### src/rtl/uart_frame_loader.sv
// uart_frame_loader
// Gathers the UART byte stream into a fixed frame of N_BYTES slots, pads the
// unused tail with PAD_BYTE and offers the finished frame to the bitonic
// sorter over a valid/ready handshake. A frame closes on the end-of-data byte.
module uart_frame_loader #(
  parameter int          N_BYTES  = 8,
  parameter logic [7:0]  PAD_BYTE = 8'hFF
) (
  input  logic                         clk,
  input  logic                         rst_n,
  input  logic [7:0]                   in_data,
  input  logic                         in_valid,
  input  logic                         in_end,
  output logic [8*N_BYTES-1:0]         frame_data,
  output logic [$clog2(N_BYTES+1)-1:0] frame_count,
  output logic                         frame_overflow,
  output logic                         frame_valid,
  input  logic                         frame_ready,
  output logic                         rx_dropped
);

  localparam int CW = $clog2(N_BYTES + 1);

  typedef enum logic {
    COLLECT = 1'b0,
    HOLD    = 1'b1
  } state_t;

  state_t                r_state;
  logic [8*N_BYTES-1:0]  r_frame_data;
  logic [CW-1:0]         r_count;
  logic                  r_ovf;
  logic                  r_frame_overflow;
  logic                  r_valid;
  logic                  r_dropped;

  // Collect bytes into slots, close the frame on the terminator and hold it
  // untouched until the sorter takes it; the transfer restores the pad bytes.
  always_ff @(posedge clk or negedge rst_n) begin
    if (!rst_n) begin
      r_state          <= COLLECT;
      r_frame_data     <= {N_BYTES{PAD_BYTE}};
      r_count          <= '0;
      r_ovf            <= 1'b0;
      r_frame_overflow <= 1'b0;
      r_valid          <= 1'b0;
      r_dropped        <= 1'b0;
    end else begin
      case (r_state)
        COLLECT: begin
          if (in_valid) begin
            if (!in_end) begin
              if (r_count < CW'(N_BYTES)) begin
                for (int k = 0; k < N_BYTES; k++) begin
                  if (k == int'(r_count)) begin
                    r_frame_data[8*k +: 8] <= in_data;
                  end
                end
                r_count <= r_count + CW'(1);
              end else begin
                r_ovf <= 1'b1;
              end
            end else if (r_count != '0) begin
              r_state          <= HOLD;
              r_valid          <= 1'b1;
              r_frame_overflow <= r_ovf;
            end else begin
              r_ovf <= 1'b0;
            end
          end
        end
        HOLD: begin
          if (in_valid) begin
            r_dropped <= 1'b1;
          end
          if (frame_ready) begin
            r_state          <= COLLECT;
            r_valid          <= 1'b0;
            r_frame_data     <= {N_BYTES{PAD_BYTE}};
            r_count          <= '0;
            r_ovf            <= 1'b0;
            r_frame_overflow <= 1'b0;
          end
        end
        default: begin
          r_state <= COLLECT;
        end
      endcase
    end
  end

  assign frame_data     = r_frame_data;
  assign frame_count    = r_count;
  assign frame_overflow = r_frame_overflow;
  assign frame_valid    = r_valid;
  assign rx_dropped     = r_dropped;

endmodule

### config.mk
export PLATFORM = sky130hd
export DESIGN_NAME = uart_frame_loader
export DESIGN_NICKNAME = d
export VERILOG_FILES = /design/src/rtl/uart_frame_loader.sv
export SDC_FILE = /design/constraint.sdc
export NUM_CORES = 1
export LEC_CHECK = 0
export ABC_AREA = 0
export BUFFER_PORTS_ARGS = -buffer_cell sky130_fd_sc_hd__buf_2
export CAP_MARGIN = 20
export CORE_ASPECT_RATIO = 1.1
export CORE_MARGIN = 2
export CORE_UTILIZATION = 50
export DETAILED_ROUTE_END_ITERATION = 16
export PLACE_DENSITY_LB_ADDON = 0.1
export SYNTH_ARGS = -nofsm -noshare
export SYNTH_HDL_FRONTEND = slang
export SYNTH_SLANG_ARGS = --single-unit
### constraint.sdc
create_clock -name clk -period 1.7 [get_ports clk]
set_clock_uncertainty 0.1 [all_clocks]
set_input_delay 0 -clock clk [delete_from_list [all_inputs] [get_ports clk]]
set_output_delay 0 -clock clk [all_outputs]
set_load 0.05 [all_outputs]
==> impl_metrics.py <==
metrics = {
    "setup_path": {
        "startpoint_type": "register",
        "crit_buf_inv": 1,
        "worst_ep_arrival_time_ns": 1.77,
        "rr_worst_depth": 4,
        "cp_top_family": "simple AND/OR/NAND/NOR gates",
        "worstPathRequired_ns": 1.85,
        "path_cells": "and4bb_1, buf_12, and2_1, a211oi_1",
        "worst-path-stages": 4,
        "critPathKind": "reg2reg",
        "max_stage_delay_ns": 0.47,
        "slowest_stage": "dfrtp_2",
        "cp-end-kind": "register",
        "cp_max_fo": 29,
    },
    "grt": {
        "grt_pass1_wl_um": 18670,
        "antenna_found_initial": 1,
        "grt-ovfl-total": 0,
        "first_global_vias": 3665,
        "grt_max_degree": 74,
        "grt_usage_pct": 27.14,
    },
    "place": {
        "place_ws_ns": -0.01641,
        "dp_hpwl_um": 7437,
        "globalplace.congestion": 0.8003,
        "numPortBuffers": 83,
    },
    "finish": {
        "layout-drive-gt1-share_pct": 46.09,
        "multi_input_area_um2": 1841,
        "area_growth_pct": 26.19,
        "fin_nets": 511,
        "final_common_cell": "a211oi_1",
        "mostFrequentLayoutCells": "a211oi_1 (102), buf_2 (83), nor3_1 (67)",
        "fillers": 672,
        "seqCellArea_um2": 1913,
    },
    "worst_hold_path": {
        "min_delay_path_depth": 3,
        "hold_class": "in2reg",
    },
    "timing": {
        "post-route-period-util_pct": 95.49,
        "worstMarginPinSlew_ns": 0.7333,
        "slew_headroom_pct": 50.93,
        "hold_viol_final": 0,
        "rsz0062_at_grt": "yes",
        "slew_violations": 0,
        "max_freq_ghz": 0.6160,
        "finalWorstSetupSlack_ns": 0.07662,
        "setup_viol": 0,
        "fin_crit_ns": 1.623,
    },
    "power_and_ir_drop": {
        "swShare_pct": 50.62,
        "p_seq_share_pct": 31.6,
        "switchingPower_w": 0.006400,
        "ir_drop_uv": 1187,
        "clkPwrFrac_pct": 14.4,
        "comb_power_share_pct": 54.0,
        "leakage_nw": 1.978,
        "power.density_nw_per_um2": 2491,
        "internal-power_w": 0.006243,
        "total_power_w": 0.01264,
    },
    "clock_tree": {
        "cts_max_level": 3,
        "clock_tree.root_cell": "clkbuf_8",
        "clk_latency_ns": 0.34,
        "cts.sinks": 73,
        "cts.path.max_buffers": 2,
        "tritoncts": "yes",
        "cts_buffers": 9,
        "clk_pin_slew_ns": 0.08,
        "cts_setup_buffers": 0,
    },
    "job": {
        "maxCapViolCount": 0,
    },
    "floorplanning": {
        "die_h_um": 98.07,
        "num_rows": 34,
        "coreArea_um2": 7870,
        "fp.dieArea_um2": 8779,
        "io_pins": 84,
        "die_x_um": 89.52,
        "start_util_pct": 51.11,
    },
    "yosys": {
        "yosysSeqAreaShare_pct": 47.40,
        "synthFlopType": "dfstp_2",
        "synth-warning-count": 0,
        "synth_edf_count": 0,
        "synth_cell_types": 45,
        "synth_nets": 412,
        "post_synth.cell_area_avg_um2": 10.18,
        "synth_seq_cells": 73,
        "synthCells": 395,
        "async_flop_share_pct": 100.0,
        "syn_area_um2": 4023,
    },
    "route": {
        "via_per_inst": 6.033,
        "wl_met3_um": 529,
        "drt_wl_total_um": 11460,
        "m1WireLength_um": 5106,
        "routed.top_layer": "met4",
        "wl_met2_um": 5583,
        "drtIter0Drc": 189,
        "vias": 3668,
        "final_antenna_net_count": 0,
        "drc": 0,
        "firstDrtPassIters": 4,
        "wire_per_inst_um": 18.85,
    },
    "run_status": {
        "status": "finished, final reports clean",
    },
}
==> final timing paths <==
| check | from | end | slack (ns) |
|---|---|---|---|
| max | frame_count[3]$_DFFE_PN0P_ | frame_data[47]$_DFFE_PN1P_ | 0.08 |
| min | in_end | r_ovf$_DFFE_PN0P_ | 0.04 |
| max reg2reg | frame_count[3]$_DFFE_PN0P_ | frame_data[47]$_DFFE_PN1P_ | 0.08 |
| min reg2reg | rx_dropped$_DFFE_PN0P_ | rx_dropped$_DFFE_PN0P_ | 0.37 |
| max in group asynchronous | rst_n | frame_data[11]$_DFFE_PN1P_ | 1.01 |
| min in group asynchronous | rst_n | rx_dropped$_DFFE_PN0P_ | 0.13 |
==> state kept, by name, indices dropped and copies added, names as in the netlist <==
signal          cells
frame_count         4
frame_data         64
frame_overflow      1
frame_valid         1
r_ovf               1
r_state             1
rx_dropped          1
==> power by group through the flow <==
stage	clock (W)	sequential, W	combinational, W
2_1_floorplan	0	0.00696	0.00218
3_3_place_gp	0	0.00396	0.00672
3_5_place_dp	0	0.00400	0.00681
4_1_cts	0.00184	0.00398	0.00684
5_1_grt	0.00191	0.00413	0.00729
6_report	0.00182	0.00399	0.00683
==> per-layer routing <==
layer / up-vias / global-route usage (%)
met5: - / 0
met4: 0 / 11.02
met3: 18 / 4.649
met2: 130 / 42.34
met1: 1793 / 37.21
li1: 1727 / -
==> logic make-up after synthesis <==
kind of cell / count (synthesis) / share of synthesized area (%)
multiplexers: 1 / 0.2488
AO/OA/AOI/OAI: 131 / 24.32
adder cells (fa/ha/maj): 4 / 1.244
AND/OR/NAND/NOR: 130 / 19.41
buffers and inverters: 55 / 7.154
XOR/XNOR: 1 / 0.2178
flip-flops: 73 / 47.40
==> stage by stage <==
step,utilization [%],hold WS [ns],instances,TNS (ns),cell area (um2)
6_report,64.50,0.03803,608,0,5076
5_1_grt,64.50,0.08101,608,-0.01010,5076
4_1_cts,64.32,0.02198,607,0,5062
3_5_place_dp,59.67,-0.03404,581,-0.01641,4696
3_3_place_gp,59.67,-0.03271,581,0,4696
2_1_floorplan,-,-0.3956,395,-0.2178,4033
==> synthesized netlist by cell type (2+ instances only) <==
cell type	count	area (um2)
nor3_2	8	80.08
a211oi_1	102	765.7
inv_1	8	30.03
o22ai_1	4	25.02
and2_0	2	12.51
buf_1	3	11.26
buf_2	23	115.1
nand2b_1	3	18.77
clkbuf_1	12	45.04
nand2_1	3	11.26
o21ai_0	7	35.03
nor3b_2	2	25.02
buf_6	5	56.30
nor2_1	18	67.56
and2_1	4	25.02
dfrtp_1	9	225.2
and3_1	3	18.77
a21oi_1	4	20.02
buf_4	4	30.03
o311a_1	7	70.07
or3_1	7	43.79
nor4b_4	2	47.55
ha_1	4	50.05
nor3_1	67	335.3
dfstp_2	64	1682
==> layout make-up <==
cell class	count	area share [%]
sequential	73	37.69
tap	108	2.662
multi-input combinational	267	36.26
clock buffer	9	2.440
timing repair buffer	135	17.50
clock inverter	7	2.810
inverter	8	0.5916
antenna	1	0.04930
==> timing repair <==
item	CTS	global route
gates resized for setup	1	5
pin swaps	0	1
setup endpoints to repair	1	22
endpoints found under the hold margin	89	0
hold buffers	10	0
==> tightest hold or removal path, cell delays in order <==
cell	delay, ns
buf_2	0.17
a31oi_1	0.17
o32ai_1	0.09
Power figures use the tool's default switching activity.
